## src/rtl/lcd_text_driver.sv

```systemverilog
// HD44780 16x2 character-LCD driver on the 4-bit bus. It runs the power-on init,
// then redraws both lines from a 32-byte text frame on each refresh request.
module lcd_text_driver #(
  parameter int T_POWERUP = 750000,
  parameter int T_INIT1   = 205000,
  parameter int T_INIT2   = 5000,
  parameter int T_E       = 12,
  parameter int T_NIB     = 50,
  parameter int T_CMD     = 2000,
  parameter int T_CLR     = 82000
) (
  input  logic         clk,
  input  logic         rst,
  input  logic         refresh,
  input  logic [255:0] text,
  output logic         ready,
  output logic         frame_done,
  output logic         lcd_rs,
  output logic         lcd_rw,
  output logic         lcd_e,
  output logic [3:0]   lcd_d
);

  typedef enum logic [2:0] {PWR_WAIT, INIT_NIB, INIT_CMD, IDLE, FRAME} state_t;
  typedef enum logic [1:0] {SETUP, PULSE, HOLD, WAIT} phase_t;

  state_t        state, state_n;
  phase_t        phase, phase_n;
  logic [19:0]   cnt, cnt_n, wait_m1;
  logic [5:0]    idx, idx_n, last_idx;
  logic          nib, nib_n;
  logic          pending, pending_n;
  logic          done_q, done_n;
  logic          load;
  logic [255:0]  shadow, shadow_n;
  logic [4:0]    bus_q, bus_n;
  logic [8:0]    cur_byte;

  // {rs, byte} for byte i of an init-command or frame sequence.
  function automatic logic [8:0] byte_of(state_t st, logic [5:0] i, logic [255:0] sh);
    logic [8:0] r;
    logic [4:0] c;
    logic [7:0] sel;
    r   = '0;
    c   = '0;
    sel = '0;
    case (st)
      INIT_CMD: begin
        case (i[1:0])
          2'd0:    r = {1'b0, 8'h28};
          2'd1:    r = {1'b0, 8'h0C};
          2'd2:    r = {1'b0, 8'h06};
          default: r = {1'b0, 8'h01};
        endcase
      end
      FRAME: begin
        if (i == 6'd0)       r = {1'b0, 8'h80};
        else if (i == 6'd17) r = {1'b0, 8'hC0};
        else begin
          c   = (i < 6'd17) ? 5'(i - 6'd1) : 5'(i - 6'd2);
          sel = {~c, 3'b000};
          r   = {1'b1, sh[sel +: 8]};
        end
      end
      default: r = '0;
    endcase
    return r;
  endfunction

  function automatic logic [4:0] bus_of(state_t st, logic [5:0] i, logic n, logic [255:0] sh);
    logic [8:0] b;
    b = byte_of(st, i, sh);
    if (st == INIT_NIB) return {1'b0, (i == 6'd3) ? 4'h2 : 4'h3};
    return {b[8], n ? b[3:0] : b[7:4]};
  endfunction

  always_comb begin
    cur_byte = byte_of(state, idx, shadow);
    last_idx = (state == FRAME) ? 6'd33 : 6'd3;
    if (state == INIT_NIB) begin
      case (idx[1:0])
        2'd0:    wait_m1 = 20'(T_INIT1 - 1);
        2'd1:    wait_m1 = 20'(T_INIT2 - 1);
        default: wait_m1 = 20'(T_CMD - 1);
      endcase
    end else if (!nib)                   wait_m1 = 20'(T_NIB - 1);
    else if (cur_byte == {1'b0, 8'h01})  wait_m1 = 20'(T_CLR - 1);
    else                                 wait_m1 = 20'(T_CMD - 1);
  end

  always_comb begin
    state_n   = state;
    phase_n   = phase;
    cnt_n     = cnt;
    idx_n     = idx;
    nib_n     = nib;
    pending_n = pending;
    shadow_n  = shadow;
    done_n    = 1'b0;
    load      = 1'b0;
    if (refresh && state != IDLE) pending_n = 1'b1;
    case (state)
      PWR_WAIT: begin
        if (cnt == '0) begin
          state_n = INIT_NIB;
          phase_n = SETUP;
          idx_n   = '0;
          nib_n   = 1'b0;
          load    = 1'b1;
        end else cnt_n = cnt - 20'd1;
      end
      IDLE: begin
        if (refresh || pending) begin
          state_n   = FRAME;
          phase_n   = SETUP;
          idx_n     = '0;
          nib_n     = 1'b0;
          shadow_n  = text;
          pending_n = 1'b0;
          load      = 1'b1;
        end
      end
      default: begin
        case (phase)
          SETUP: begin
            phase_n = PULSE;
            cnt_n   = 20'(T_E - 1);
          end
          PULSE: begin
            if (cnt == '0) phase_n = HOLD;
            else           cnt_n   = cnt - 20'd1;
          end
          HOLD: begin
            phase_n = WAIT;
            cnt_n   = wait_m1;
          end
          default: begin
            if (cnt != '0) cnt_n = cnt - 20'd1;
            else begin
              phase_n = SETUP;
              load    = 1'b1;
              if (state == INIT_NIB) begin
                if (idx == 6'd3) begin
                  state_n = INIT_CMD;
                  idx_n   = '0;
                end else idx_n = idx + 6'd1;
              end else if (!nib) begin
                nib_n = 1'b1;
              end else begin
                nib_n = 1'b0;
                if (idx == last_idx) begin
                  // Bus lines keep their last value while idle.
                  state_n = IDLE;
                  load    = 1'b0;
                  done_n  = (state == FRAME);
                end else idx_n = idx + 6'd1;
              end
            end
          end
        endcase
      end
    endcase
    bus_n = load ? bus_of(state_n, idx_n, nib_n, shadow_n) : bus_q;
  end

  always_ff @(posedge clk or posedge rst) begin
    if (rst) begin
      state   <= PWR_WAIT;
      phase   <= SETUP;
      cnt     <= 20'(T_POWERUP - 1);
      idx     <= '0;
      nib     <= 1'b0;
      pending <= 1'b0;
      done_q  <= 1'b0;
      shadow  <= '0;
      bus_q   <= '0;
    end else begin
      state   <= state_n;
      phase   <= phase_n;
      cnt     <= cnt_n;
      idx     <= idx_n;
      nib     <= nib_n;
      pending <= pending_n;
      done_q  <= done_n;
      shadow  <= shadow_n;
      bus_q   <= bus_n;
    end
  end

  assign ready      = (state == IDLE);
  assign frame_done = done_q;
  assign lcd_rs     = bus_q[4];
  assign lcd_d      = bus_q[3:0];
  assign lcd_e      = (phase == PULSE);
  assign lcd_rw     = 1'b0;

endmodule

```

## config.mk

```make
export PLATFORM = sky130hd
export DESIGN_NAME = lcd_text_driver
export DESIGN_NICKNAME = d
export VERILOG_FILES = /design/src/rtl/lcd_text_driver.sv
export SDC_FILE = /design/constraint.sdc
export NUM_CORES = 1
export LEC_CHECK = 0
export CORE_ASPECT_RATIO = 0.5
export CORE_MARGIN = 5
export CORE_UTILIZATION = 39
export CTS_CLUSTER_SIZE = 10
export DETAILED_ROUTE_END_ITERATION = 8
export GPL_ROUTABILITY_DRIVEN = 0
export HOLD_SLACK_MARGIN = 0.03
export SETUP_SLACK_MARGIN = 0.1
export SYNTH_ARGS = -nofsm -noshare
export SYNTH_HDL_FRONTEND = slang
export SYNTH_SLANG_ARGS = --single-unit
export TNS_END_PERCENT = 10
```

## constraint.sdc

```tcl
create_clock -name clk -period 20.6 [get_ports clk]
set_input_delay 2.06 -clock clk [delete_from_list [all_inputs] [get_ports clk]]
set_output_delay 2.06 -clock clk [all_outputs]
set_load 0.01 [all_outputs]
```

# After elaboration in Yosys (flattened, before gate mapping)

Index checks and enable logic that the tools add are counted.

Output and inout port bits: 9
Input port bits: 259
Flip-flop bits (word level): 295
Word-level logic and storage cells: 135

Order comparisons: 2
Add/subtract/negate cells: 6
Reductions and logical operators: 15
Bitwise gates (word level): 3
Equal/unequal tests: 24
Shift-type cells: 2
Multiplexer cells: 74

Operators with widths:

| operator                                           | count |
|---|---|
| 2-to-1 mux 256 bit                                 | 2 |
| variable part select 256 x 9 -> 8 bit              | 2 |
| 2-to-1 mux 20 bit                                  | 3 |
| case mux 20 bit (3 select lines)                   | 1 |
| 2-to-1 mux 6 bit                                   | 9 |
| case mux 20 bit (2 select lines)                   | 1 |
| 2-to-1 mux 9 bit                                   | 4 |
| case mux 18 bit (2 select lines)                   | 1 |
| case mux 6 bit (3 select lines)                    | 2 |
| case mux 9 bit (2 select lines)                    | 2 |
| 2-to-1 mux 17 bit                                  | 2 |
| 2-to-1 mux 1 bit                                   | 24 |
| 2-to-1 mux 3 bit                                   | 8 |
| logical NOT 20 bit                                 | 1 |
| 2-to-1 mux 5 bit                                   | 4 |
| nonzero test 20 bit                                | 1 |
| subtractor 20 x 1 -> 20 bit, second input constant | 1 |
| == test 6 x 2 -> 1 bit, second input constant      | 2 |
| == test 6 x 5 -> 1 bit, second input constant      | 2 |
| logical NOT 6 bit                                  | 2 |
| < comparator 6 x 5 -> 1 bit, second input constant | 2 |
| case mux 6 bit (2 select lines)                    | 1 |
| inverter 5 bit                                     | 2 |
| subtractor 5 x 1 -> 5 bit, second input constant   | 2 |
| other kinds (29)                                   | 45 |

# Longest topological paths before layout

Gate-level depths: netlist of run 1.

Word-level depth: 18
Gate-level depth with buffers: 25

# Least setup slack after synthesis of run 1

OpenSTA, ideal clock, no wires.

Path kind: input to register
Start: input port refresh
End: register bus_q[3]
Setup slack: 14,579 ps
Cell stages on the path: 18
Setup time: 126 ps
Data arrival time: 5,894 ps
Buffers on the path: 5
Cells stage by stage: o21ai_1 -> o21ai_0 -> a21o_1 -> clkbuf_1 -> buf_1 -> ha_1 -> o221ai_1 -> nor3_1 -> o21ai_2 -> xnor2_4 -> buf_6 -> buf_2 -> buf_2 -> mux2i_1 -> o211ai_1 -> a32oi_1 -> nand4_1 -> a311o_1

Cells in the longest elaborated chain, start to end: 12

RTL lines:

| what                                                    | RTL line | text |
|---|---|---|
| start: declaration                                      | 14       | `input logic refresh,` |
| logical OR 1 bit (*)                                    | 113      | `if (refresh \|\| pending) begin` |
| 2-to-1 mux 6 bit                                        | 113      |  |
| case mux 6 bit (2 select lines)                         | 102      | `case (state)` |
| subtractor 5 x 2 -> 5 bit, or another cell as far along | 60       | `c = (i < 6'd17) ? 5'(i - 6'd1) : 5'(i - 6'd2);` |
| 2-to-1 mux 5 bit                                        | 60       |  |
| inverter 5 bit                                          | 61       | `sel = {~c, 3'b000};` |
| variable part select 256 x 9 -> 8 bit                   | 62       | `r = {1'b1, sh[sel +: 8]};` |
| 2-to-1 mux 9 bit                                        | 58       | `else if (i == 6'd17) r = {1'b0, 8'hC0};` |
| 2-to-1 mux 9 bit                                        | 57       | `if (i == 6'd0) r = {1'b0, 8'h80};` |
| case mux 9 bit (2 select lines)                         | 47       | `case (st)` |
| 2-to-1 mux 4 bit                                        | 74       | `return {b[8], n ? b[3:0] : b[7:4]};` |
| 2-to-1 mux 5 bit                                        | 74       |  |
| end signal: assignment                                  | 186      | `bus_q <= bus_n;` |
| end: declaration                                        | 36       | `logic [4:0] bus_q, bus_n;` |

Mark *: on every way between the ends. The rest lies on a longest branch, timed or not.
A chain may end at the register's enable or synchronous reset.

# Final worst setup path of run 1

Start: input port refresh
End: register bus_q[1]

Same word-level chain as after synthesis.

==> report_table.html, run 1 <==
<table>
<tr><th>Metric</th><th>Value</th></tr>
<tr><th colspan="2">Die</th></tr>
<tr><td>I/O pin count</td><td>roughly 270</td></tr>
<tr><td>Row count</td><td>slightly above 50</td></tr>
<tr><td>Die Span X</td><td>292 um</td></tr>
<tr><td>Initial Utilization</td><td>between 30% and 40%</td></tr>
<tr><td>Core box area</td><td>roughly 39,000 um2</td></tr>
<tr><td>Die Footprint</td><td>44,100 um2</td></tr>
<tr><td>DIE HEIGHT</td><td>roughly 150 um</td></tr>
<tr><th colspan="2">Final layout</th></tr>
<tr><td>Layout-stage area growth over the synthesis result</td><td>26.2%</td></tr>
<tr><td>Total non-filler cell area in the finished layout</td><td>between 15,000 and 20,000 um2</td></tr>
<tr><td>Most frequent cells in the layout</td><td>737 x nand2_1, 282 x dfrtp_1, 266 x clkdlybuf4s50_1</td></tr>
<tr><td>Net count, final</td><td>2,267</td></tr>
<tr><td>Fraction of final layout cells sized beyond drive strength 1</td><td>6.77%</td></tr>
<tr><td>Most frequent standard cell in the layout excluding fill and tap cells</td><td>nand2_1</td></tr>
<tr><td>Final core utilization</td><td>about half</td></tr>
<tr><th colspan="2">Logic synthesis</th></tr>
<tr><td>Post-synth design cell area</td><td>around 15,000 um2</td></tr>
<tr><td>Net count of the mapped netlist</td><td>2,046</td></tr>
<tr><td>Ranking of synthesized cells by area</td><td>dfrtp_1 46%, nand2_1 18%, mux2i_1 8.5%</td></tr>
<tr><td>Per-instance average area after synthesis</td><td>a little under 9 um2</td></tr>
<tr><td>Number of distinct standard cells referenced by the synthesized netlist</td><td>between 80 and 90</td></tr>
<tr><td>Yosys warning total</td><td>0</td></tr>
<tr><td>Cell count after synthesis</td><td>roughly 1,800</td></tr>
<tr><td>Largest area contributor in the synthesized netlist</td><td>dfrtp_1</td></tr>
<tr><td>Synthesized flop and latch total</td><td>295</td></tr>
<tr><td>Post-synth EDFFs</td><td>0</td></tr>
<tr><td>Portion of the post-synthesis area used by sequential elements</td><td>between 40% and 50%</td></tr>
<tr><td>Most used flip-flop cell after synthesis</td><td>dfrtp_1</td></tr>
<tr><td>Fraction of post-synthesis cell area in the top cell type by area</td><td>between 40% and 50%</td></tr>
<tr><td>FFs w/ async S/R, synth</td><td>100%</td></tr>
<tr><th colspan="2">Status</th></tr>
<tr><td>Run status</td><td>completed</td></tr>
<tr><th colspan="2">STA</th></tr>
<tr><td>Final setup viols</td><td>0</td></tr>
<tr><td>Max-slew headroom at the worst pin</td><td>13.4%</td></tr>
<tr><td>Minimum clock period after layout</td><td>just under 9000 ps</td></tr>
<tr><td>Worst Hold Slack</td><td>466 ps</td></tr>
<tr><td>Clk_skew</td><td>~15 ps</td></tr>
<tr><td>Max-slew violation count</td><td>0</td></tr>
<tr><td>Period utilization</td><td>around 43%</td></tr>
<tr><td>Achievable Freq</td><td>~110 MHz</td></tr>
<tr><td>Number of hold violations in the final report</td><td>0</td></tr>
<tr><td>RSZ-0062 raised after global routing</td><td>no</td></tr>
<tr><td>Worst-Margin Slew</td><td>1300 ps</td></tr>
<tr><td>Final TNS setup</td><td>0 ps</td></tr>
<tr><th colspan="2">Critical path</th></tr>
<tr><td>Type of element launching the critical path</td><td>input port</td></tr>
<tr><td>Crit path kind</td><td>input port to flip-flop</td></tr>
<tr><td>Largest fanout on the critical path</td><td>73</td></tr>
<tr><td>Data required time at the worst endpoint</td><td>21,070 ps</td></tr>
<tr><td>Endpoint kind of the worst setup timing path</td><td>flip-flop</td></tr>
<tr><td>Cell-by-cell trace of the critical path</td><td>clkdlybuf4s50_1 -&gt; o21ai_4 -&gt; buf_4 -&gt; o21ai_0 -&gt; a21o_1 -&gt; ha_1 -&gt; o221ai_1 -&gt; nor3_1 -&gt; o21ai_2 -&gt; xnor2_4 -&gt; buf_4 -&gt; buf_4 -&gt; mux2i_1 -&gt; mux2_2 -&gt; mux2i_1 -&gt; mux2i_1 -&gt; a2111oi_0 -&gt; o32a_1</td></tr>
<tr><td>Maximum single-stage delay on the critical path</td><td>roughly 860 ps</td></tr>
<tr><td>Slowest stage cell, crit path</td><td>o21ai_2</td></tr>
<tr><td>Critical path data arrival time</td><td>9290 ps</td></tr>
<tr><th colspan="2">Job</th></tr>
<tr><td>Number of max-capacitance violations reported</td><td>0</td></tr>
<tr><th colspan="2">Clock tree</th></tr>
<tr><td>Number of CTS-inserted buffers</td><td>35</td></tr>
<tr><td>Total clock sinks</td><td>~300</td></tr>
<tr><td>TritonCTS clock tree</td><td>built</td></tr>
<tr><td>Number of buffers inserted for hold repair after clock tree synthesis</td><td>0</td></tr>
<tr><td>Clock transition time at the flip-flop clock pins of the worst setup and hold paths</td><td>around 60 ps</td></tr>
<tr><td>Source-to-sink clock delay at the later pin of the worst-skew pair</td><td>530 ps</td></tr>
<tr><td>Cell at the root of the clock tree</td><td>clkbuf_16</td></tr>
<tr><td>Buffer levels on the longest clock path</td><td>3</td></tr>
<tr><td>Setup Buffers After CTS</td><td>0</td></tr>
<tr><td>Total number of H-tree levels</td><td>2</td></tr>
<tr><td>Number of resized instances in the post-cts repair step</td><td>0</td></tr>
<tr><th colspan="2">Global route</th></tr>
<tr><td>Antenna violations before repair</td><td>0</td></tr>
<tr><td>Congestion Overflow GR</td><td>0</td></tr>
<tr><td>Largest net degree at the start of global routing</td><td>about 190</td></tr>
<tr><td>Total GRT Usage</td><td>between 20% and 30%</td></tr>
<tr><td>Number of global-route vias before repair</td><td>~13,000</td></tr>
<tr><td>First-pass GRT wire length</td><td>approximately 73,000 um</td></tr>
<tr><th colspan="2">Power</th></tr>
<tr><td>Leakage power of the design</td><td>9.92 nW</td></tr>
<tr><td>Share of power burned in the clock network</td><td>about two fifths</td></tr>
<tr><td>Fraction of power spent switching nets</td><td>25.7%</td></tr>
<tr><td>Share of total power in combinational logic</td><td>between 10 and 15%</td></tr>
<tr><td>Power Internal</td><td>around 0.0010 W</td></tr>
<tr><td>Peak ir drop on the vdd network</td><td>around 0.05 mV</td></tr>
<tr><td>Switching power total</td><td>0.000355 W</td></tr>
<tr><td>Power density normalized to cell area</td><td>slightly above 70 nW/um2</td></tr>
<tr><td>Part of the power in registers</td><td>a little under half</td></tr>
<tr><th colspan="2">Route</th></tr>
<tr><td>DRT antenna net count</td><td>0</td></tr>
<tr><td>Initial DRC count</td><td>970</td></tr>
<tr><td>Number of remaining DRC errors</td><td>0</td></tr>
<tr><td>First-pass DRT Iterations</td><td>5</td></tr>
<tr><td>Detailed-route vias per instance</td><td>5.17</td></tr>
<tr><td>Avg WL per Cell</td><td>roughly 19 um</td></tr>
<tr><td>Number of vias after detailed routing</td><td>13,100</td></tr>
<tr><td>Detailed Route WL</td><td>roughly 47,000 um</td></tr>
<tr><th colspan="2">Placed design</th></tr>
<tr><td>Placed cell area</td><td>approximately 19,000 um2</td></tr>
<tr><td>Dpl hpwl</td><td>about 34,000 um</td></tr>
<tr><td>Buffers on Ports</td><td>roughly 270</td></tr>
<tr><th colspan="2">Min path</th></tr>
<tr><td>Worst hold path class</td><td>flip-flop to flip-flop</td></tr>
</table>
==> metrics by stage <==
step	setup WS, ps	std cells	power, W
after floorplan	10410	1767	0.000754
after global placement	11340	2481	0.000842
after detailed placement	11200	2481	0.000844
after CTS	11720	2524	0.00139
after global routing	11230	2524	0.00144
final	11770	2525	0.00138
==> state kept, by name (all words and copies together) (netlist names) <==
signal / cells
bus_q: 5
cnt: 20
frame_done: 1
idx: 6
nib: 1
pending: 1
phase: 2
shadow: 256
state: 3
==> kinds of logic after synthesis <==
| kind of cell | share of synthesized area [%] |
|---|---|
| multiplexers | 13.5 |
| adder cells (fa/ha/maj) | 1.61 |
| AND/OR/NAND/NOR | 24.1 |
| other | 0.0242 |
| XOR/XNOR | 0.565 |
| AO/OA/AOI/OAI | 8.47 |
| flip-flops | 47.7 |
| buffers and inverters | 4.01 |
==> power by group through the flow <==
stage | Sequential (W) | Combinational, W | Clock (W)
after floorplan | 0.000641 | 0.000113 | 0
after global placement | 0.000644 | 0.000197 | 0
after detailed placement | 0.000645 | 0.000199 | 0
after CTS | 0.000635 | 0.000200 | 0.000560
after global routing | 0.000639 | 0.000222 | 0.000581
final | 0.000636 | 0.000199 | 0.000545
==> synth_stat cells (5+ instances only) <==
cell type,instances
nand2_1,737
dfrtp_1,282
mux2i_1,132
nor2_1,63
clkbuf_1,54
o21ai_0,52
inv_1,47
a21oi_1,32
buf_1,28
mux4_2,22
nor3_1,22
mux2_2,21
ha_1,20
nand2b_1,16
o211ai_1,16
a211oi_1,14
a31oi_1,13
dfstp_2,13
buf_2,12
nand3_1,12
nor4_1,11
nand4_1,10
nor2b_1,8
or3_1,8
a21o_1,7
o21ai_1,6
a211o_1,5
==> final cells by class <==
| type | count | area (um2) |
|---|---|---|
| Fill cell | 3695 | 19500 |
| Multi-Input combinational cell | 1320 | 7540 |
| Sequential cell | 295 | 7400 |
| Timing Repair Buffer | 284 | 2810 |
| Clock buffer | 41 | 908 |
| Tap cell | 530 | 663 |
| Inverter | 52 | 205 |
| Clock inverter | 2 | 28.8 |
| Antenna cell | 1 | 2.50 |
==> worst max-delay path: cells and delay by family <==
kind                     cells  cell delay, ps
XOR/XNOR                     1             170
adder cells (fa/ha/maj)      1             410
AO/OA/AOI/OAI                7            3300
multiplexers                 4             760
AND/OR/NAND/NOR              1              90
buffers and inverters        4            2420
==> worst paths after layout <==
check	startpoint	endpoint	slack, ps	cells after the start
hold / removal	cnt[13]$_DFFE_PP1P_	cnt[13]$_DFFE_PP1P_	470	2
max in group asynchronous	rst	shadow[126]$_DFF_PP0_	16380	4
setup / recovery	refresh	bus_q[1]$_DFFE_PP0P_	11770	18
setup reg to reg	cnt[1]$_DFFE_PP1P_	bus_q[1]$_DFFE_PP0P_	12930	22
min in group asynchronous	rst	shadow[171]$_DFF_PP0_	2000	2
hold reg to reg	cnt[13]$_DFFE_PP1P_	cnt[13]$_DFFE_PP1P_	470	2
==> per-layer routing <==
| layer | GRT usage [%] | part of all wire, % | up-vias |
|---|---|---|---|
| met4 | 5.22 | 2.2 | 0 |
| met2 | 36.5 | 50 | 278 |
| met3 | 3.12 | 4.2 | 59 |
| li1 | - | - | 6331 |
| met5 | 0 | 0 | - |
| met1 | 28.0 | 43 | 6383 |
Note: power is estimated with default switching activity, not from simulation.
==> run 2: changes to the inputs <==
Clock period 20.6 ns to 8.7 ns, I/O delays scaled along.
==> run 2 against run 1 <==
  * Register-to-register slack got worse by 11000 ps
  * Largest power group unchanged
  * Final area up 0.22%
  * Flip-flop and latch count did not move
  * Critical endpoint is now bus_q[2]$_DFFE_PP0P_
  * Die area stayed put
  * Via count is 0.21% higher
  * Largest cell class unchanged
  * Highest routed layer unchanged
  * Global-route usage is 0.060 points higher
  * Worst hold slack is essentially flat
  * Clock skew up 5.6 ps
  * Clock power is 140% higher
  * Critical path depth grew 2
  * Combinational power increased by 140%
==> report_table.html, run 2 (same netlist as run 1, synthesis figures left out) <==
<table>
<tr><th>Metric</th><th>Value</th></tr>
<tr><th colspan="2">Route</th></tr>
<tr><td>Number of remaining DRC errors</td><td>0 (unchanged)</td></tr>
<tr><td>Detailed Route WL</td><td>47,400 um (+0.40%)</td></tr>
<tr><td>First-pass DRT Iterations</td><td>6 (+1)</td></tr>
<tr><td>Detailed-route vias per instance</td><td>5.17 (about the same)</td></tr>
<tr><td>Number of vias after detailed routing</td><td>13,100 (+0.21%)</td></tr>
<tr><td>DRT antenna net count</td><td>0 (unchanged)</td></tr>
<tr><td>Avg WL per Cell</td><td>18.8 um (+0.28%)</td></tr>
<tr><td>Initial DRC count</td><td>1,068 (+10%)</td></tr>
<tr><th colspan="2">Critical path</th></tr>
<tr><td>Crit path kind</td><td>flip-flop to flip-flop</td></tr>
<tr><td>Type of element launching the critical path</td><td>flip-flop</td></tr>
<tr><td>Largest fanout on the critical path</td><td>74 (+1.4%)</td></tr>
<tr><td>Endpoint kind of the worst setup timing path</td><td>flip-flop</td></tr>
<tr><td>Maximum single-stage delay on the critical path</td><td>800 ps (-60 ps)</td></tr>
<tr><td>Cell-by-cell trace of the critical path</td><td>inv_1 -&gt; ha_1 -&gt; or3b_1 -&gt; or4_1 -&gt; or3_1 -&gt; nor3_1 -&gt; o21a_1 -&gt; buf_4 -&gt; inv_2 -&gt; ha_1 -&gt; o221ai_1 -&gt; nor3_1 -&gt; o21ai_2 -&gt; xnor2_4 -&gt; buf_12 -&gt; nor2_1 -&gt; o311ai_1 -&gt; a31oi_1 -&gt; or3b_1 -&gt; a211oi_1</td></tr>
<tr><td>Critical path data arrival time</td><td>7330 ps (-1960 ps)</td></tr>
<tr><td>Slowest stage cell, crit path</td><td>o21ai_2</td></tr>
<tr><td>Data required time at the worst endpoint</td><td>9140 ps (-11,930 ps)</td></tr>
<tr><td>Depth of the worst register-to-register path</td><td>20 (-9.1%)</td></tr>
<tr><th colspan="2">Clock tree</th></tr>
<tr><td>Number of CTS-inserted buffers</td><td>35 (unchanged)</td></tr>
<tr><td>Total clock sinks</td><td>295 (unchanged)</td></tr>
<tr><td>Total number of H-tree levels</td><td>2 (unchanged)</td></tr>
<tr><td>Setup Buffers After CTS</td><td>0 (unchanged)</td></tr>
<tr><td>Number of buffers inserted for hold repair after clock tree synthesis</td><td>0 (unchanged)</td></tr>
<tr><td>Cell at the root of the clock tree</td><td>clkbuf_16</td></tr>
<tr><td>Number of resized instances in the post-cts repair step</td><td>0 (unchanged)</td></tr>
<tr><td>TritonCTS clock tree</td><td>built</td></tr>
<tr><td>Buffer levels on the longest clock path</td><td>3 (unchanged)</td></tr>
<tr><td>Source-to-sink clock delay at the later pin of the worst-skew pair</td><td>540 ps (about the same)</td></tr>
<tr><td>Clock transition time at the flip-flop clock pins of the worst setup and hold paths</td><td>60 ps (about the same)</td></tr>
<tr><th colspan="2">Die</th></tr>
<tr><td>I/O pin count</td><td>268 (unchanged)</td></tr>
<tr><td>Die Footprint</td><td>44,100 um2 (unchanged)</td></tr>
<tr><td>DIE HEIGHT</td><td>151 um (unchanged)</td></tr>
<tr><td>Die Span X</td><td>292 um (unchanged)</td></tr>
<tr><td>Row count</td><td>51 (unchanged)</td></tr>
<tr><td>Core box area</td><td>39,100 um2 (unchanged)</td></tr>
<tr><td>Initial Utilization</td><td>39.7% (unchanged)</td></tr>
<tr><th colspan="2">Min path</th></tr>
<tr><td>Worst hold path class</td><td>flip-flop to flip-flop</td></tr>
<tr><td>Hold-critical path depth</td><td>2 (unchanged)</td></tr>
<tr><th colspan="2">Final layout</th></tr>
<tr><td>Flip-flop count of the largest register, all copies and words added</td><td>256 (unchanged)</td></tr>
<tr><td>Net count, final</td><td>2,269 (+0.088%)</td></tr>
<tr><td>Layout fillers</td><td>3,666 (-0.78%)</td></tr>
<tr><td>Fraction of final layout cells sized beyond drive strength 1</td><td>6.91% (+0.14 points)</td></tr>
<tr><td>Most flops, register</td><td>shadow</td></tr>
<tr><td>Number of standard cells in the layout, taps in and fillers out</td><td>2,528 (+0.12%)</td></tr>
<tr><td>Total non-filler cell area in the finished layout</td><td>19,600 um2 (+0.22%)</td></tr>
<tr><td>Layout-stage area growth over the synthesis result</td><td>26.5%</td></tr>
<tr><td>Most frequent standard cell in the layout excluding fill and tap cells</td><td>nand2_1</td></tr>
<tr><td>Most frequent cells in the layout</td><td>737 x nand2_1, 282 x dfrtp_1, 266 x clkdlybuf4s50_1</td></tr>
<tr><td>Registers with the highest flip-flop counts</td><td>shadow (256), cnt (20), idx (6)</td></tr>
<tr><th colspan="2">Power</th></tr>
<tr><td>Power density normalized to cell area</td><td>167 nW/um2 (+140%)</td></tr>
<tr><td>Leakage power of the design</td><td>9.94 nW (+0.25%)</td></tr>
<tr><td>Peak ir drop on the vdd network</td><td>0.111 mV (+120%)</td></tr>
<tr><td>Post-layout power</td><td>0.00328 W (+140%)</td></tr>
<tr><th colspan="2">Global route</th></tr>
<tr><td>Antenna violations before repair</td><td>1 (+1)</td></tr>
<tr><td>Number of global-route vias before repair</td><td>13,100 (+2.7%)</td></tr>
<tr><td>Largest net degree at the start of global routing</td><td>172 (-9.9%)</td></tr>
<tr><td>Total GRT Usage</td><td>21.1% (+0.060 points)</td></tr>
<tr><td>Congestion Overflow GR</td><td>0 (unchanged)</td></tr>
<tr><td>First-pass GRT wire length</td><td>74,200 um (+1.5%)</td></tr>
<tr><th colspan="2">Placed design</th></tr>
<tr><td>Placed cell count</td><td>2,483 (+0.081%)</td></tr>
<tr><td>Placed cell area</td><td>18,600 um2 (+0.13%)</td></tr>
<tr><td>Dpl hpwl</td><td>33,500 um (-0.98%)</td></tr>
<tr><td>Buffers on Ports</td><td>266 (unchanged)</td></tr>
<tr><th colspan="2">STA</th></tr>
<tr><td>Max-slew headroom at the worst pin</td><td>19.2% (+5.8 points)</td></tr>
<tr><td>Final TNS setup</td><td>0 ps (unchanged)</td></tr>
<tr><td>Minimum clock period after layout</td><td>6900 ps</td></tr>
<tr><td>Achievable Freq</td><td>about 140 MHz</td></tr>
<tr><td>Max-slew violation count</td><td>0 (unchanged)</td></tr>
<tr><td>Worst-Margin Slew</td><td>1210 ps (-87.4 ps)</td></tr>
<tr><td>Number of hold violations in the final report</td><td>0 (unchanged)</td></tr>
<tr><td>Final setup viols</td><td>0 (unchanged)</td></tr>
<tr><td>RSZ-0062 raised after global routing</td><td>no</td></tr>
<tr><td>Clk_skew</td><td>20.2 ps (+5.58 ps)</td></tr>
<tr><td>Period utilization</td><td>79.3%</td></tr>
<tr><th colspan="2">Status</th></tr>
<tr><td>Run status</td><td>completed</td></tr>
<tr><th colspan="2">Job</th></tr>
<tr><td>Number of max-capacitance violations reported</td><td>0 (unchanged)</td></tr>
</table>
[run 2: cell types whose count changed in the layout (fill, tap and decap cells not counted), sizes merged]
cell,before,now
clkinvlp,0,1
clkinv,0,3
clkbuf,41,40
buf,18,20
inv,54,52
[run 2: path summary, 6_finish.rpt]
kind	start	end	slack, ps
hold reg to reg	shadow[168]$_DFF_PP0_	shadow[168]$_DFF_PP0_	470
setup reg to reg	cnt[0]$_DFFE_PP1P_	bus_q[2]$_DFFE_PP0P_	1800
min in group asynchronous	rst	shadow[163]$_DFF_PP0_	880
hold / removal	shadow[168]$_DFF_PP0_	shadow[168]$_DFF_PP0_	470
setup / recovery	cnt[0]$_DFFE_PP1P_	bus_q[2]$_DFFE_PP0P_	1800
max in group asynchronous	rst	shadow[242]$_DFF_PP0_	6440
[run 2: through the flow]
step / hold slack [ps] / setup WS [ps] / utilization [%]
after detailed placement: 456 / 1870 / 47.7
final: 466 / 1800 / 50.2
after CTS: 468 / 1820 / 50.2
after global routing: 480 / 1350 / 50.2
after floorplan: 433 / 2850 / -
after global placement: 450 / 2000 / 47.7
[run 2: final cells by class]
type                            count  area, um2  share of cell area (%)
Antenna cell                        1       2.50                  0.0128
Multi-Input combinational cell   1320       7530                    38.4
Clock buffer                       40        895                    4.56
Timing Repair Buffer              286       2850                    14.5
Clock inverter                      4       60.1                   0.306
Sequential cell                   295       7400                    37.7
Inverter                           52        201                    1.03
Tap cell                          530        663                    3.38
[run 2: layer usage]
metal | wire, um | GRT usage [%] | vias to the layer above
met5 | 0 | 0 | -
met4 | 631 | 3.78 | 0
met3 | 1900 | 2.84 | 49
met2 | 23600 | 37.3 | 289
met1 | 21300 | 28.3 | 6409
li1 | - | - | 6331
[run 2: power by group]
part	internal, W	switching, W	total [W]
Combinational	0.000230	0.000246	0.000476
Clock	0.000729	0.000570	0.00130
Sequential	0.00147	0.0000408	0.00151
[run 2: critical path, delay by kind of cell (launching register included)]
kind | cells | cell delay (ps)
xor+xnor | 1 | 300
buf+inv | 4 | 1070
simple gates | 7 | 2410
flops | 1 | 390
fa+ha+maj | 2 | 460
compound gates | 6 | 2080
==> run 3: changes to the inputs <==
Clock period 8.7 ns to 6.2 ns, I/O delays scaled along.
==> run 3 against run 2 <==
  * Via count down 0.63%
  * Clock skew is 4.1 ps lower
  * Utilization grew 0.22 points
  * Highest routed layer unchanged
  * Worst hold slack got worse by 16 ps
  * Clock power is 41% higher
==> report_table.html, run 3 (same netlist as run 1, synthesis figures left out) <==
<table>
<tr><th>Metric</th><th>Value</th></tr>
<tr><th colspan="2">STA</th></tr>
<tr><td>Period utilization</td><td>93.3% (+14 points)</td></tr>
<tr><td>Clk_skew</td><td>16.1 ps (-4.06 ps)</td></tr>
<tr><td>Minimum clock period after layout</td><td>5780 ps (-1110 ps)</td></tr>
<tr><td>Number of hold violations in the final report</td><td>0 (unchanged)</td></tr>
<tr><td>Max-slew violation count</td><td>0 (unchanged)</td></tr>
<tr><td>Achievable Freq</td><td>173 MHz (+19%)</td></tr>
<tr><td>Final setup viols</td><td>0 (unchanged)</td></tr>
<tr><td>RSZ-0062 raised after global routing</td><td>no</td></tr>
<tr><td>Worst-Margin Slew</td><td>1310 ps (+100 ps)</td></tr>
<tr><td>Final TNS setup</td><td>0 ps (unchanged)</td></tr>
<tr><td>Max-slew headroom at the worst pin</td><td>12.6% (-6.7 points)</td></tr>
<tr><th colspan="2">Global route</th></tr>
<tr><td>Number of global-route vias before repair</td><td>13,000 (-0.94%)</td></tr>
<tr><td>Largest net degree at the start of global routing</td><td>170 (-1.2%)</td></tr>
<tr><td>Total GRT Usage</td><td>20.8% (-0.25 points)</td></tr>
<tr><td>First-pass GRT wire length</td><td>73,200 um (-1.4%)</td></tr>
<tr><td>Antenna violations before repair</td><td>2 (+1)</td></tr>
<tr><td>Congestion Overflow GR</td><td>0 (unchanged)</td></tr>
<tr><th colspan="2">Route</th></tr>
<tr><td>Avg WL per Cell</td><td>18.5 um (-1.3%)</td></tr>
<tr><td>Number of remaining DRC errors</td><td>0 (unchanged)</td></tr>
<tr><td>DRT antenna net count</td><td>0 (unchanged)</td></tr>
<tr><td>Detailed-route vias per instance</td><td>5.12 (-1.0%)</td></tr>
<tr><td>First-pass DRT Iterations</td><td>5 (-1)</td></tr>
<tr><td>Number of vias after detailed routing</td><td>13,000 (-0.63%)</td></tr>
<tr><td>Detailed Route WL</td><td>47,000 um (-0.93%)</td></tr>
<tr><td>Initial DRC count</td><td>979 (-8.3%)</td></tr>
<tr><th colspan="2">Power</th></tr>
<tr><td>Power density normalized to cell area</td><td>234 nW/um2 (+40%)</td></tr>
<tr><td>Peak ir drop on the vdd network</td><td>0.132 mV (+19%)</td></tr>
<tr><td>Leakage power of the design</td><td>9.98 nW (+0.38%)</td></tr>
<tr><th colspan="2">Clock tree</th></tr>
<tr><td>Source-to-sink clock delay at the later pin of the worst-skew pair</td><td>530 ps (about the same)</td></tr>
<tr><td>Buffer levels on the longest clock path</td><td>3 (unchanged)</td></tr>
<tr><td>Total clock sinks</td><td>295 (unchanged)</td></tr>
<tr><td>Number of buffers inserted for hold repair after clock tree synthesis</td><td>0 (unchanged)</td></tr>
<tr><td>TritonCTS clock tree</td><td>built</td></tr>
<tr><td>Cell at the root of the clock tree</td><td>clkbuf_16</td></tr>
<tr><td>Number of resized instances in the post-cts repair step</td><td>0 (unchanged)</td></tr>
<tr><td>Clock transition time at the flip-flop clock pins of the worst setup and hold paths</td><td>60 ps (about the same)</td></tr>
<tr><td>Setup Buffers After CTS</td><td>0 (unchanged)</td></tr>
<tr><td>Number of CTS-inserted buffers</td><td>35 (unchanged)</td></tr>
<tr><td>Total number of H-tree levels</td><td>2 (unchanged)</td></tr>
<tr><th colspan="2">Final layout</th></tr>
<tr><td>Flip-flop count of the largest register, all copies and words added</td><td>256 (unchanged)</td></tr>
<tr><td>Most frequent cells in the layout</td><td>737 x nand2_1, 282 x dfrtp_1, 266 x clkdlybuf4s50_1</td></tr>
<tr><td>Fraction of final layout cells sized beyond drive strength 1</td><td>7.23% (+0.32 points)</td></tr>
<tr><td>Sequential cell area</td><td>7400 um2 (unchanged)</td></tr>
<tr><td>Registers with the highest flip-flop counts</td><td>shadow (256), cnt (20), idx (6)</td></tr>
<tr><td>Final core utilization</td><td>50.4% (+0.22 points)</td></tr>
<tr><td>Layout-stage area growth over the synthesis result</td><td>27.0%</td></tr>
<tr><td>Layout fillers</td><td>3,669 (+0.082%)</td></tr>
<tr><td>Footprint of the multi-input gates</td><td>7530 um2 (unchanged)</td></tr>
<tr><td>Most frequent standard cell in the layout excluding fill and tap cells</td><td>nand2_1</td></tr>
<tr><td>Most flops, register</td><td>shadow</td></tr>
<tr><td>Net count, final</td><td>2,277 (+0.35%)</td></tr>
<tr><th colspan="2">Critical path</th></tr>
<tr><td>Critical path data arrival time</td><td>6250 ps (-1080 ps)</td></tr>
<tr><td>Cell-by-cell trace of the critical path</td><td>inv_1 -&gt; ha_1 -&gt; or3b_1 -&gt; or4_1 -&gt; nor3_1 -&gt; a21oi_1 -&gt; o21a_1 -&gt; inv_2 -&gt; ha_1 -&gt; o221ai_1 -&gt; nor3_1 -&gt; o21ai_2 -&gt; xnor2_4 -&gt; buf_12 -&gt; mux2i_1 -&gt; mux2_2 -&gt; mux2i_1 -&gt; mux2i_1 -&gt; a2111oi_0 -&gt; o32a_1</td></tr>
<tr><td>Slowest stage cell, crit path</td><td>or4_1</td></tr>
<tr><td>Crit path kind</td><td>flip-flop to flip-flop</td></tr>
<tr><td>Largest fanout on the critical path</td><td>52 (-30%)</td></tr>
<tr><td>R2r setup slk</td><td>420 ps (-1390 ps)</td></tr>
<tr><td>Maximum single-stage delay on the critical path</td><td>660 ps (-140 ps)</td></tr>
<tr><td>Depth of the worst register-to-register path</td><td>20 (unchanged)</td></tr>
<tr><td>Data required time at the worst endpoint</td><td>6670 ps (-2470 ps)</td></tr>
<tr><td>Start of the worst register-to-register path</td><td>cnt[1]$_DFFE_PP1P_</td></tr>
<tr><td>Type of element launching the critical path</td><td>flip-flop</td></tr>
<tr><td>Most used cell along the critical path</td><td>mux2i_1</td></tr>
<tr><td>Reg-to-reg critical path endpoint</td><td>bus_q[1]$_DFFE_PP0P_</td></tr>
<tr><td>Endpoint kind of the worst setup timing path</td><td>flip-flop</td></tr>
<tr><th colspan="2">Placed design</th></tr>
<tr><td>Buffers on Ports</td><td>266 (unchanged)</td></tr>
<tr><td>Dpl hpwl</td><td>33,900 um (+1.2%)</td></tr>
<tr><th colspan="2">Job</th></tr>
<tr><td>Number of max-capacitance violations reported</td><td>0 (unchanged)</td></tr>
<tr><th colspan="2">Die</th></tr>
<tr><td>Die Span X</td><td>292 um (unchanged)</td></tr>
<tr><td>Die Footprint</td><td>44,100 um2 (unchanged)</td></tr>
<tr><td>DIE HEIGHT</td><td>151 um (unchanged)</td></tr>
<tr><td>Row count</td><td>51 (unchanged)</td></tr>
<tr><td>Initial Utilization</td><td>39.7% (unchanged)</td></tr>
<tr><td>I/O pin count</td><td>268 (unchanged)</td></tr>
<tr><td>Core box area</td><td>39,100 um2 (unchanged)</td></tr>
<tr><th colspan="2">Status</th></tr>
<tr><td>Run status</td><td>completed</td></tr>
<tr><th colspan="2">Min path</th></tr>
<tr><td>Worst hold path class</td><td>input port to async pin</td></tr>
</table>
==> run 3: cell count changes in the layout (fill, tap and decap cells not counted), sizes merged <==
cell	delta
buf	+8
clkbuf	+3
clkinv	-2
diode	+1
==> run 3: stage by stage <==
stage          setup slack [ps]  total power [W]  cell area (um2)  cells  hold WS [ps]
2_1_floorplan               346          0.00251            15500   1767           433
3_3_place_gp                621          0.00280            18700   2491           449
3_5_place_dp                481          0.00280            18700   2491           455
4_1_cts                     458          0.00464            19700   2536           451
5_1_grt                     107          0.00482            19700   2538           482
6_report                    418          0.00460            19700   2538           450
==> run 3: cell type report <==
type	count	share of cell area, %
clock buffers	43	4.71
repair buffers	294	14.9
diodes	2	0.0254
inverters	52	1.02
multi-input cells	1320	38.3
well taps	530	3.37
flip-flops and latches	295	37.6
clock inverters	2	0.127
==> run 3: how the worst max path moves through the flow <==
stage	start	to	slack, ps	depth (start not counted)
floorplan	cnt[0]$_DFFE_PP1P_	bus_q[3]$_DFFE_PP0P_	350	24
global placement	cnt[1]$_DFFE_PP1P_	bus_q[3]$_DFFE_PP0P_	620	20
detailed placement	cnt[1]$_DFFE_PP1P_	bus_q[1]$_DFFE_PP0P_	480	20
CTS	cnt[1]$_DFFE_PP1P_	bus_q[1]$_DFFE_PP0P_	460	20
global route	cnt[1]$_DFFE_PP1P_	bus_q[1]$_DFFE_PP0P_	110	20
finish	cnt[1]$_DFFE_PP1P_	bus_q[1]$_DFFE_PP0P_	420	20
==> run 3: critical path: cells and delay by family (launching register included) <==
| family | cells | cell delay, ps |
|---|---|---|
| AO/OA/AOI/OAI | 6 | 1490 |
| multiplexers | 4 | 730 |
| flip-flops | 1 | 370 |
| AND/OR/NAND/NOR | 4 | 1710 |
| buffers and inverters | 3 | 570 |
| adder cells (fa/ha/maj) | 2 | 450 |
| XOR/XNOR | 1 | 310 |
==> run 3: routing by layer <==
metal | wire length (um) | vias to the layer above | track usage, %
met1 | 20800 | 6328 | 28.0
li1 | - | 6350 | -
met3 | 2060 | 48 | 3.43
met4 | 670 | 0 | 3.90
met2 | 23500 | 269 | 36.2
met5 | 0 | - | 0
==> run 3: where the power goes <==
group / internal [W] / total, W / switching (W)
combinational: 0.000323 / 0.000661 / 0.000338
clock: 0.00104 / 0.00183 / 0.000783
sequential: 0.00206 / 0.00211 / 0.0000563
